$ cat src/rtl/jtag_seq_ctrl.sv
// ---------------------------------------------------------------------------
// jtag_seq_ctrl
//
// Hardware JTAG command sequencer. Accepts one host command at a time
// (TAP reset, TMS sequence, scan, scan with exit on the last bit) and turns
// it into TCK/TMS/TDI waveforms at a programmable TCK rate. TDO is captured
// on the last system clock of each TCK high phase; scan commands return the
// captured bits through a valid/ready response port.
//
// Ports
//   wb_clk_i          system clock, all logic on the rising edge
//   wb_rst_i          synchronous active-high reset
//   cfg_half_period   TCK half period in system clocks minus 1, latched at accept
//   cmd_valid/ready   command handshake (ready only while idle)
//   cmd_op            0=RESET 1=TMS_SEQ 2=SCAN 3=SCAN_FLIP
//   cmd_len           bit count minus 1 (ignored for RESET)
//   cmd_data          TMS bits (TMS_SEQ) or TDI bits (scans), LSB first
//   rsp_valid/ready   scan result handshake
//   rsp_data          captured TDO, bit i = i-th shifted bit, upper bits zero
//   busy              command in progress or response pending
//   jtag_tck/tms/tdi  JTAG pins, registered
//   jtag_tdo          JTAG TDO, already synchronized to wb_clk_i
//
// State table
//   state     | meaning
//   ----------+-----------------------------------------------------------
//   IDLE      | pins idle, cmd_ready high, waiting for a command
//   SHIFT_LO  | TCK low, TMS/TDI presented for bit idx, H cycles
//   SHIFT_HI  | TCK high, H cycles, TDO sampled on the last one
//   RESP      | scan result held on rsp_data until rsp_ready
// ---------------------------------------------------------------------------
`timescale 1ns/1ps

module jtag_seq_ctrl #(
  parameter int DIV_W = 8
) (
  input  logic             wb_clk_i,
  input  logic             wb_rst_i,
  input  logic [DIV_W-1:0] cfg_half_period,
  input  logic             cmd_valid,
  output logic             cmd_ready,
  input  logic [1:0]       cmd_op,
  input  logic [4:0]       cmd_len,
  input  logic [31:0]      cmd_data,
  output logic             rsp_valid,
  input  logic             rsp_ready,
  output logic [31:0]      rsp_data,
  output logic             busy,
  output logic             jtag_tck,
  output logic             jtag_tms,
  output logic             jtag_tdi,
  input  logic             jtag_tdo
);

  typedef enum logic [1:0] {
    ST_IDLE     = 2'd0,
    ST_SHIFT_LO = 2'd1,
    ST_SHIFT_HI = 2'd2,
    ST_RESP     = 2'd3
  } state_e;

  localparam logic [1:0] OP_RESET     = 2'd0;
  localparam logic [1:0] OP_TMS_SEQ   = 2'd1;
  localparam logic [1:0] OP_SCAN      = 2'd2;
  localparam logic [1:0] OP_SCAN_FLIP = 2'd3;

  // TAP reset: five TMS=1 clocks reach Test-Logic-Reset from any state,
  // the trailing TMS=0 parks the TAP in Run-Test/Idle.
  localparam logic [4:0]  RESET_NLAST = 5'd5;
  localparam logic [31:0] RESET_TMS   = 32'h0000_001F;

  state_e           state_q, state_d;
  logic [1:0]       op_q, op_d;
  logic [4:0]       nlast_q, nlast_d;     // N-1
  logic [31:0]      data_q, data_d;
  logic [DIV_W-1:0] half_q, half_d;       // H-1, reload value of the divider
  logic [DIV_W-1:0] cnt_q, cnt_d;
  logic [4:0]       idx_q, idx_d;
  logic [31:0]      cap_q, cap_d;
  logic             tck_q, tck_d;
  logic             tms_q, tms_d;
  logic             tdi_q, tdi_d;

  logic             phase_done;
  logic             last_bit;

  assign phase_done = (cnt_q == '0);
  assign last_bit   = (idx_q == nlast_q);

  // -------------------------------------------------------------------------
  // State register
  // -------------------------------------------------------------------------
  always_ff @(posedge wb_clk_i) begin
    if (wb_rst_i) begin
      state_q <= ST_IDLE;
      op_q    <= OP_RESET;
      nlast_q <= '0;
      data_q  <= '0;
      half_q  <= '0;
      cnt_q   <= '0;
      idx_q   <= '0;
      cap_q   <= '0;
      tck_q   <= 1'b0;
      tms_q   <= 1'b0;
      tdi_q   <= 1'b0;
    end else begin
      state_q <= state_d;
      op_q    <= op_d;
      nlast_q <= nlast_d;
      data_q  <= data_d;
      half_q  <= half_d;
      cnt_q   <= cnt_d;
      idx_q   <= idx_d;
      cap_q   <= cap_d;
      tck_q   <= tck_d;
      tms_q   <= tms_d;
      tdi_q   <= tdi_d;
    end
  end

  // -------------------------------------------------------------------------
  // Next-state logic
  // -------------------------------------------------------------------------
  always_comb begin
    state_d = state_q;
    op_d    = op_q;
    nlast_d = nlast_q;
    data_d  = data_q;
    half_d  = half_q;
    cnt_d   = cnt_q;
    idx_d   = idx_q;
    cap_d   = cap_q;

    case (state_q)
      ST_IDLE: begin
        if (cmd_valid) begin
          op_d    = cmd_op;
          nlast_d = (cmd_op == OP_RESET) ? RESET_NLAST : cmd_len;
          data_d  = (cmd_op == OP_RESET) ? RESET_TMS : cmd_data;
          half_d  = cfg_half_period;
          cnt_d   = cfg_half_period;
          idx_d   = '0;
          cap_d   = '0;   // keeps bits >= N at zero in the result
          state_d = ST_SHIFT_LO;
        end
      end

      ST_SHIFT_LO: begin
        if (phase_done) begin
          cnt_d   = half_q;
          state_d = ST_SHIFT_HI;
        end else begin
          cnt_d = cnt_q - DIV_W'(1);
        end
      end

      ST_SHIFT_HI: begin
        if (phase_done) begin
          cap_d[idx_q] = jtag_tdo;
          if (last_bit) begin
            // op[1] set means SCAN or SCAN_FLIP, the only ops with a result
            state_d = op_q[1] ? ST_RESP : ST_IDLE;
          end else begin
            idx_d   = idx_q + 5'd1;
            cnt_d   = half_q;
            state_d = ST_SHIFT_LO;
          end
        end else begin
          cnt_d = cnt_q - DIV_W'(1);
        end
      end

      ST_RESP: begin
        if (rsp_ready) begin
          state_d = ST_IDLE;
        end
      end

      default: state_d = ST_IDLE;
    endcase
  end

  // -------------------------------------------------------------------------
  // Output logic
  // Pins are decoded from the next-state values and registered, so they are
  // glitch-free and line up with the state they belong to. TMS/TDI follow
  // idx_d, which only advances on entry to SHIFT_LO, so they never change in
  // the cycle TCK rises.
  // -------------------------------------------------------------------------
  always_comb begin
    tck_d = 1'b0;
    tms_d = 1'b0;
    tdi_d = 1'b0;
    if ((state_d == ST_SHIFT_LO) || (state_d == ST_SHIFT_HI)) begin
      tck_d = (state_d == ST_SHIFT_HI);
      case (op_d)
        OP_RESET,
        OP_TMS_SEQ:   tms_d = data_d[idx_d];
        OP_SCAN:      tdi_d = data_d[idx_d];
        OP_SCAN_FLIP: begin
          tdi_d = data_d[idx_d];
          tms_d = (idx_d == nlast_d);
        end
        default: begin
          tms_d = 1'b0;
          tdi_d = 1'b0;
        end
      endcase
    end
  end

  assign cmd_ready = (state_q == ST_IDLE);
  assign rsp_valid = (state_q == ST_RESP);
  assign busy      = ~cmd_ready;
  assign rsp_data  = cap_q;
  assign jtag_tck  = tck_q;
  assign jtag_tms  = tms_q;
  assign jtag_tdi  = tdi_q;

endmodule

$ cat config.mk
export PLATFORM = sky130hd
export DESIGN_NAME = jtag_seq_ctrl
export DESIGN_NICKNAME = d
export VERILOG_FILES = /design/src/rtl/jtag_seq_ctrl.sv
export SDC_FILE = /design/constraint.sdc
export NUM_CORES = 1
export LEC_CHECK = 0
export BUFFER_PORTS_ARGS = -buffer_cell sky130_fd_sc_hd__buf_4
export CORE_MARGIN = 8
export CORE_UTILIZATION = 40
export DETAILED_ROUTE_END_ITERATION = 8
export GPL_TIMING_DRIVEN = 0
export PLACE_DENSITY = 0.67
export SYNTH_ARGS = -nofsm -noshare
export SYNTH_HDL_FRONTEND = slang
export SYNTH_SLANG_ARGS = --single-unit
$ cat constraint.sdc
create_clock -name wb_clk_i -period 7 [get_ports wb_clk_i]
set_input_delay 0.7 -clock wb_clk_i [delete_from_list [all_inputs] [get_ports wb_clk_i]]
set_output_delay 0.7 -clock wb_clk_i [all_outputs]
set_load 0.02 [all_outputs]
# --- Yosys cells after proc, flatten, opt, wreduce, memory -nomap -nowiden ---
# Cells that the tools add are included.
word_totals:
  register_bits: 97
  input_bits: 52
  output_inout_bits: 38
  elab_cells: 80
op_classes:
  addsub: 2
  magnitude_cmp: 3
  n_eq_ne: 13
  n_mux: 33
  n_bitwise: 3
  n_reduce_logical: 15
op_table:
  columns: ["op", "count"]
  rows:
  - ["2-to-1 mux 32 bit", 5]
  - ["one-hot mux 32 bit (2 select lines)", 1]
  - ["bitwise mux 32 bit", 1]
  - ["2-to-1 mux 8 bit", 4]
  - ["2-to-1 mux 5 bit", 6]
  - ["one-hot mux 8 bit (3 select lines)", 1]
  - ["2-to-1 mux 2 bit", 8]
  - ["< comparator 5 x 6 -> 1 bit, second input constant", 2]
  - ["equality test 2 bit, second input constant", 5]
  - ["equality test 5 bit", 2]
  - ["one-hot mux 5 bit (2 select lines)", 1]
  - ["logical NOT 8 bit", 1]
  - ["one-hot mux 2 bit (4 select lines)", 1]
  - ["subtractor 8 x 1 -> 8 bit, second input constant", 1]
  - ["equality test 2 x 1 -> 1 bit, second input constant", 3]
  - ["logical NOT 2 bit", 3]
  - ["AND reduction 3 bit", 2]
  - ["OR reduction 2 bit", 3]
  - ["adder 5 x 1 -> 5 bit, second input constant", 1]
  - ["binary-select mux 1 bit (select 5 bit)", 1]
  - ["demux 1 bit (select 5 bit)", 1]
  - [">= comparator 5 x 1 -> 1 bit, second input constant", 1]
  - ["!= test 2 bit, second input constant", 2]
  - ["!= test 3 bit, second input constant", 1]
  - ["other kinds (9)", 12]

# --- Logic depth before layout (Yosys ltp) ---
# Gate-level depths: netlist of run 1.
logic_depth:
  word_depth: 8
  depth_mapped: 14
  mapped_depth_nobuf: 12

# --- Least setup slack after synthesis of run 1 ---
# No wires, ideal clock.
synth_path:
  kind: "reg2reg"
  startpoint: "reg state_q[1]"
  endpoint: "reg tms_q (netlist: jtag_tms)"
  setup_time_ns: 0.125
  t_arrival_ns: 2.735
  required_ns: 6.875
  setup_slack_ns: 4.140
  stages_incl_launch_ff: 13
  n_path_buf: 2
  synth_period_minus_slack_ns: 2.860
  cell_sequence: "dfxtp_1 -> inv_1 -> ha_1 -> buf_2 -> mux2i_1 -> nand2_1 -> a31oi_2 -> or2_0 -> buf_2 -> mux2_2 -> o2111ai_1 -> and4_4 -> o22ai_2"
synth_via:
  elab_chain_cells: 6
  elab_cells_between_ends: 26
  classes_between: "eq/ne (8); mux (12); bitwise (1); reduce/logical (5)"
synth_rtl:
  columns: ["element", "line_no", "text"]
  rows:
  - ["from (decl)", "72", "state_e state_q, state_d;"]
  - ["from (signal assigned)", "107", "state_q <= state_d;"]
  - ["logical NOT 2 bit *", null, null]
  - ["named net cmd_ready", "41", "output logic cmd_ready,"]
  - ["branches (longest 5 deep; another with one-hot mux 5 bit (2 select lines))", null, null]
  - ["to (signal assigned)", "116", "tms_q <= tms_d;"]
  - ["to (decl)", "81", "logic tms_q, tms_d;"]
# Mark *: on every way through the listed nets, which the timed path passes. The select of a mux whose other input is x is not followed.
# A chain may end at the register's enable or synchronous reset.

# --- Worst setup path after layout of run 1 ---
layout_path:
  startpoint: "reg cnt_q[0]"
  endpoint: "reg tdi_q (netlist: jtag_tdi)"
layout_via:
  elab_chain_cells: 7
  elab_cells_between_ends: 13
  classes_between: "eq/ne (2); mux (7); bitwise (1); reduce/logical (3)"
layout_rtl:
  columns: ["element", "line_no", "text"]
  rows:
  - ["from (decl)", "77", "logic [DIV_W-1:0] cnt_q, cnt_d;"]
  - ["from (signal assigned)", "112", "cnt_q <= cnt_d;"]
  - ["logical NOT 8 bit *", "87", "assign phase_done = (cnt_q == '0);"]
  - ["branches (longest 6 deep; another with 2-to-1 mux 5 bit)", null, null]
  - ["to (signal assigned)", "117", "tdi_q <= tdi_d;"]
  - ["to (decl)", "82", "logic tdi_q, tdi_d;"]
# Mark *: on every way between the ends. The select of a mux whose other input is x is not followed.

==> results.cfg, run 1 <==
[synthesis]
synth_ff_type = dfxtp_1
synthCells = 596
syn_nets = 659
synth.distinct_cells = 66
avgSynthCellArea_um2 = 8.30
synthesis.area_um2 = 4950
synth_area_leaders = dfxtp_1, nand2_1, nor2_1
yosysWarnings = 0
seq_area_frac_synth_pct = 39.2
synth_top_area_share_pct = 39.2
async_reset_ff_share_pct = 0
yosys.area.top_type = dfxtp_1
ys_ff_latch = 97
synth_edf_count = 0

[pwr]
ir_drop_mv = 0.156
p_leak_nw = 2.42
power.density_nw_per_um2 = 340

[placed_design]
hpwlAfterDp_mm = 10.6
gp_congestion = 0.857
portBuffers = 88

[route]
ant_nets = 0
viasPerCell = 5.39
drt-initial-drc-count = 304
drc_errors = 0
avgRoutedWirePerCell_um = 16.3
num_vias = 4680
routed_wl_mm = 14.2
dr.pass1.iters = 4

[timing]
min_period_over_period_pct = 46.4
fmax_ghz = 0.308
setup_viol = 0
worstMarginPinSlew_ns = 0.995
drv_slew = 0
rsz0062_at_grt = no
tns_ns = 0
hold_viol = 0
period_minus_slack_ns = 3.25
fin_skew_ns = 0.00677
maxSlewHeadroom_pct = 33.2

[cells_and_area]
drive_gt1_share_pct = 18.7
area_growth_pct = 23.3
final_cell_mix = dfxtp_1, buf_4, nand2_1
post-route-util_pct = 50.6
multi_input_area_um2 = 2780
fillers = 1163
final_nets = 759
layout_commonest_cell = dfxtp_1
ff_latch_area_um2 = 1940
antenna_cells = 0

[clock_tree]
htree_levels = 3
cts_buffers = 9
cts.sinks = 97
clk_latency_ns = 0.35
cts_tree = done
clk_pin_slew_ns = 0.06
ctsHoldBuffers = 0
root_buffer = clkbuf_16
post_cts_resized = 0
cts_setup_buffers = 0
clk_path_buf_depth = 2

[floorplan]
core.rowCount = 40
fp.dieH_um = 127
io-pin-count = 90
floorplan.initialDensity_pct = 41.0
die_area_um2 = 16200
core_region_area_um2 = 12100
die_w_um = 127

[setup_path]
critical_path.endpoint_type = flop
cpPeakStageDelay_ns = 0.56
critPathLaunchType = flop
cp_slowest_cell = nor3b_1
path_cells = inv_1 > ha_1 > nor3b_1 > and2_1 > buf_4 > o2bb2ai_2 > nor2_4 > mux2_2 > o211ai_1 > o2111ai_1 > and4_4 > nor4_2
crit_required_ns = 7.26
worstSetupPathType = reg -> reg
crit_buf_inv = 2
cp_max_fo = 10
path_delay_family = simple AND/OR/NAND/NOR gates
cp.arrival_ns = 3.51

[flow_run]
max-cap-violations = 0

[outcome]
outcome = finished clean

[grt]
antenna_found_initial = 0
overflow = 0
grt_pass1_vias = 4771
track_usage_pct = 17.6
grt_max_degree = 15
grt_pass1_wl_mm = 23.1

[hold_path]
hp-class = reg -> reg
metrics by stage:
stage	setup slack, ns	hold WS, ns	total power [W]	cells	area (um^2)
3_5_place_dp	3.77	0.448	0.00161	853	5830
6_report	3.75	0.460	0.00207	869	6100
4_1_cts	3.75	0.458	0.00208	869	6100
5_1_grt	3.55	0.469	0.00221	869	6100
2_1_floorplan	4.14	0.434	0.00137	596	4950
3_3_place_gp	3.80	0.443	0.00158	852	5820
cells in the mapped netlist (all sizes together), types with 4 or more instances:
| master | count |
|---|---|
| nor2 | 66 |
| nand3 | 4 |
| a21o | 4 |
| xnor2 | 7 |
| a21boi | 31 |
| and3 | 5 |
| ha | 11 |
| a22oi | 29 |
| nand2b | 4 |
| nand2 | 75 |
| a211oi | 8 |
| inv | 12 |
| clkbuf | 36 |
| o21ai | 45 |
| buf | 8 |
| o211ai | 4 |
| and2 | 8 |
| a21oi | 43 |
| mux2i | 20 |
| mux2 | 6 |
| dfxtp | 97 |
| a31oi | 6 |
| xor2 | 8 |
| nor3b | 5 |
| nor3 | 11 |
| nor2b | 4 |
| o22ai | 9 |
final timing paths:
kind	endpoint	cells past startpoint	slack (ns)	from
hold reg to reg	half_q[7]	2	0.46	half_q[7]
setup / recovery	jtag_tdi	12	3.75	cnt_q[0]
setup reg to reg	jtag_tdi	12	3.75	cnt_q[0]
hold / removal	half_q[7]	2	0.46	half_q[7]
kinds of logic after synthesis:
family | Yosys count | synth area share, %
simple gates | 190 | 17.8
compound gates | 201 | 27.4
flops | 97 | 39.2
fa+ha+maj | 11 | 2.78
buf+inv | 56 | 4.70
xor+xnor | 15 | 2.65
mux | 26 | 5.41
layout make-up:
type / count / share of cell area (%)
plain buffers: 44 / 3.08
flip-flops and latches: 97 / 31.8
repair buffers: 89 / 10.9
clock buffers: 14 / 4.33
clock inverters: 2 / 0.205
well taps: 168 / 3.44
multi-input cells: 443 / 45.5
inverters: 12 / 0.738
report_power, final:
group          switching, W  leakage, nW  internal, W
Sequential        0.0000536        0.790     0.000632
Clock              0.000210        0.133     0.000260
Combinational      0.000551         1.50     0.000365
state kept, by name, indices dropped and copies added, names as in the netlist:
register and count:
nlast_q 5, state_q 2, idx_q 5, jtag_tck 1
jtag_tdi 1, data_q 32, rsp_data 32, cnt_q 8
half_q 8, jtag_tms 1, op_q 2
routing by layer:
layer / up-vias / global-route usage, % / part of all wire [%]
met1: 2206 / 22.2 / 45
met3: 24 / 3.91 / 5.9
li1: 2313 / - / -
met2: 137 / 28.2 / 46
met4: 0 / 7.56 / 2.4
met5: - / 0 / 0
worst min-delay path: stages, from the launching register on:
cell and delay, ns:
dfxtp_1 0.31, nand2_1 0.05, a21oi_1 0.05
No activity file was read; power rests on OpenSTA's default activity.
==> run 2: changes to the inputs <==
Settings changed: PLACE_DENSITY 0.67 to 0.69.
Clock period 7 ns to 2.76 ns, I/O delays scaled along.
==> run 2 against run 1 <==
The flow now finishes with violations (negative setup slack). Die area is the same. Clock-buffer cell count is the same. Clock power grew 150%. Fmax grew 17%. Worst hold slack lost 0.28 ns. Sequential power grew to 2.6 times the previous value. Sequential share of layout area shrank 1.2 points. First-iteration DRC count grew 7.6%. Sequential cell count is the same.
==> results.cfg, run 2 (same netlist as run 1, synthesis figures left out) <==
[clock_tree]
clk_latency_ns = 0.35
htree_levels = 3
ctsHoldBuffers = 0
root_buffer = clkbuf_16
cts_tree = done
cts.sinks = 97
clk_pin_slew_ns = 0.06
cts_buffers = 9
clk_path_buf_depth = 2

[setup_path]
critPathLaunchType = flop
cp_slowest_cell = mux2_2
worstSetupPathType = reg -> reg
path_cells = inv_2 > ha_4 > nor3b_4 > buf_4 > a32oi_2 > a31oi_4 > or2_0 > buf_6 > mux2_2 > o2111ai_1 > and4_4 > o22ai_2
r2r_slack_ns = -0.01
crit_required_ns = 2.99
cp.arrival_ns = 3.00
crit_buf_inv = 3
critical_path.endpoint_type = flop
cp_max_fo = 7
path_delay_family = simple AND/OR/NAND/NOR gates
cpPeakStageDelay_ns = 0.36

[timing]
tns_ns = -0.0171
min_period_over_period_pct = 101
fin_skew_ns = 0.00478
setup_ws_ns = -0.0141
drv_slew = 0
rsz0062_at_grt = yes
setup_viol = 2
maxSlewHeadroom_pct = 36.8
fmax_ghz = 0.360
hold_viol = 0
period_minus_slack_ns = 2.77
worstMarginPinSlew_ns = 0.939

[outcome]
outcome = complete, but fails checks
violations = negative setup slack

[floorplan]
core_region_area_um2 = 12100
die_area_um2 = 16200
floorplan.initialDensity_pct = 41.0
io-pin-count = 90
die_w_um = 127
core.rowCount = 40
fp.dieH_um = 127

[hold_path]
hp-class = in -> reg

[grt]
grt_pass1_wl_mm = 23.8
track_usage_pct = 18.1
overflow = 0
grt_max_degree = 14
grt_pass1_vias = 4924
antenna_found_initial = 0

[route]
viasPerCell = 5.54
num_vias = 4835
drc_errors = 0
ant_nets = 0
drt-initial-drc-count = 327
routed_wl_mm = 15.1
dr.pass1.iters = 5
avgRoutedWirePerCell_um = 17.3

[flow_run]
max-cap-violations = 0

[cells_and_area]
layout_commonest_cell = buf_4
fillers = 1137
area_growth_pct = 28.5
drive_gt1_share_pct = 23.7
antenna_cells = 0
multi_input_area_um2 = 2950
final_nets = 765
ff_latch_area_um2 = 1950
final_cell_mix = buf_4, dfxtp_1, nand2_1

[placed_design]
hpwlAfterDp_mm = 10.9
gp_congestion = 0.814
pre_cts_ws_ns = -0.397
portBuffers = 88

[pwr]
p_leak_nw = 2.51
power.density_nw_per_um2 = 874
ir_drop_mv = 0.391
[run 2: changes by cell type in the layout (fill, tap and decap cells not counted), sizes merged]
cell      previous run  this run
clkinv               1         0
buf                 97       105
clkbuf              50        48
clkinvlp             1         0
[run 2: worst paths after layout]
path | start | endpoint | depth (start not counted)
setup / recovery | cnt_q[0] | jtag_tms | 12
hold / removal | cfg_half_period[2] | half_q[2] | 3
setup reg to reg | cnt_q[0] | jtag_tms | 12
hold reg to reg | half_q[5] | half_q[5] | 2
[run 2: timing repair]
action	4_1_cts	5_1_grt
pin swaps	7	5
gates cloned	0	0
setup buffers	8	1
endpoints found under the setup margin	13	10
endpoints found under the hold margin	0	0
gates resized for setup	20	28
[run 2: layout make-up]
type	instances	area share, %
flip-flops and latches	97	30.6
well taps	168	3.30
plain buffers	42	3.19
repair buffers	97	11.6
clock buffers	14	4.15
inverters	12	0.708
multi-input cells	443	46.4
[run 2: worst min-delay path, stage by stage]
cell and delay, ns:
buf_4 0.11, nand2_1 0.05, a21oi_1 0.05
[run 2: per-layer routing]
metal  GRT usage (%)  vias to the layer above  wire length [um]
met3            4.83                       21               880
met1            21.6                     2340              6540
met2            30.5                      145              7380
met4            6.58                        0               285
met5               0                        -                 0
li1                -                     2329                 -
[run 2: per-stage QoR]
step	util (%)	hold slack [ns]	cells	cell area (um^2)	total power (W)
after floorplan	-	0.412	596	4960	0.00350
after global placement	48.4	0.443	852	5840	0.00402
after detailed placement	48.4	0.448	852	5840	0.00410
after CTS	51.7	0.175	872	6240	0.00544
after global routing	52.7	0.189	873	6360	0.00590
final	52.7	0.183	873	6360	0.00556
[run 2: power breakdown]
part | switching (W) | internal [W]
sequential | 0.000146 | 0.00161
clock | 0.000504 | 0.000652
combinational | 0.00153 | 0.00111
total | 0.00218 | 0.00337
==> run 3: changes to the inputs <==
Settings changed: PLACE_DENSITY 0.69 to 0.62.
==> run 3 against run 2 <==
The run now ends clean. Sequential share of layout area shrank 0.98 points. Worst setup slack improved by 0.040 ns. Clock power about the same. Cell count is 2.4% higher. Highest routed layer unchanged. Register-to-register slack gained 0.04 ns. Routed wire length up 2.0%. Total power rose by 5.1%.
==> results.cfg, run 3 (same netlist as run 1, synthesis figures left out) <==
[placed_design]
placedCellCount = 852
placed_area_um2 = 5840
gp_congestion = 0.820
portBuffers = 88
pre_cts_ws_ns = -0.447
hpwlAfterDp_mm = 10.8

[setup_path]
cpPeakStageDelay_ns = 0.41
crit_required_ns = 3.01
cp.arrival_ns = 2.98
worstSetupPathType = reg -> reg
cp_max_fo = 7
path_cells = inv_4 > ha_4 > mux2i_4 > a32oi_1 > a31oi_4 > or2_0 > clkbuf_4 > o21ai_1 > o221ai_1 > a211o_1 > and4_4 > nor4_2
cp_slowest_cell = dfxtp_2
cp-startpoint = state_q[1]
r2r_slack_ns = 0.03
r2r-start = state_q[1]
critical_path.endpoint_type = flop
rr_endpoint = jtag_tdi
reg2reg_depth = 12
critPathLaunchType = flop

[timing]
rsz0062_at_grt = yes
fmax_ghz = 0.366
period_minus_slack_ns = 2.73
worstMarginPinSlew_ns = 0.887
fin_skew_ns = 0.00674
min_period_over_period_pct = 99.0
maxSlewHeadroom_pct = 40.4
drv_slew = 0
hold_viol = 0
setup_viol = 0
setup_ws_ns = 0.0263

[route]
viasPerCell = 5.50
avgRoutedWirePerCell_um = 17.2
drc_errors = 0
drt-initial-drc-count = 427
num_vias = 4916
ant_nets = 0
routed_wl_mm = 15.4
dr.pass1.iters = 8

[outcome]
outcome = finished clean

[floorplan]
die_w_um = 127
core_region_area_um2 = 12100
die_area_um2 = 16200
io-pin-count = 90
floorplan.initialDensity_pct = 41.0
fp.dieH_um = 127
core.rowCount = 40

[flow_run]
max-cap-violations = 0

[cells_and_area]
final_nets = 786
drive_gt1_share_pct = 27.0
area_growth_pct = 32.9
final_cell_mix = buf_4, dfxtp_1, nand2_1
fin_area_um2 = 6580
antenna_cells = 0
post-route-util_pct = 54.5
final_cell_count_no_fill = 894
layout_commonest_cell = buf_4

[clock_tree]
clk_latency_ns = 0.34
htree_levels = 3
cts.sinks = 97
root_buffer = clkbuf_16
cts_buffers = 9
clk_pin_slew_ns = 0.06
ctsHoldBuffers = 0
clk_path_buf_depth = 2
cts_tree = done

[grt]
grt_pass1_vias = 4758
grt_max_degree = 14
overflow = 0
track_usage_pct = 18.4
grt_pass1_wl_mm = 24.2
antenna_found_initial = 0

[hold_path]
whs_path_depth = 3
hold_start = cmd_data[14]
hp-class = in -> reg
min_to = data_q[14]

[pwr]
total_power_w = 0.00584
power.density_nw_per_um2 = 888
p_leak_nw = 2.62
ir_drop_mv = 0.366
run 3: worst max-delay path by stage:
stage,slack (ns),endpoint
finish,0.03,jtag_tdi
global route,-0.11,jtag_tdi
CTS,-0.03,jtag_tms
detailed placement,-0.45,jtag_tdi
global placement,-0.42,jtag_tdi
floorplan,0.02,jtag_tms
run 3: layer usage:
layer	share of wire (%)	track usage [%]
met1	43	22.7
met2	49	31.1
met3	6.3	4.12
met4	1.3	5.67
met5	0	0
run 3: cell type report:
type / count / area [um^2]
clock buffers: 14 / 264
fillers: 1120 / 5480
repair buffers: 117 / 886
plain buffers: 42 / 209
multi-input cells: 444 / 3010
well taps: 168 / 210
inverters: 12 / 50.0
flip-flops and latches: 97 / 1950
run 3: power by group:
part,switching [W],internal (W)
logic,0.00163,0.00128
clock network,0.000502,0.000652
registers,0.000160,0.00161
total,0.00230,0.00355
run 3: stage by stage:
stage / hold slack, ns / TNS [ns]
after floorplan: 0.412 / 0
after global placement: 0.443 / -2.19
after detailed placement: 0.449 / -3.00
after CTS: 0.178 / -0.0845
after global routing: 0.196 / -0.148
final: 0.185 / 0
run 3: timing repair:
| item | CTS | global route |
|---|---|---|
| endpoints found under the setup margin | 17 | 10 |
| setup buffers | 8 | 21 |
| pin swaps | 7 | 14 |
| gates cloned | 1 | 0 |
| resized for setup | 22 | 44 |
run 3: critical path: cells and delay by family (launching register included):
| kind | cells | cell delay (ns) |
|---|---|---|
| muxes | 1 | 0.21 |
| and+or+nand+nor | 3 | 0.60 |
| DFF | 1 | 0.41 |
| AOI/OAI and AO/OA | 5 | 0.97 |
| buffers and inverters | 2 | 0.25 |
| adders and majority gates | 1 | 0.20 |
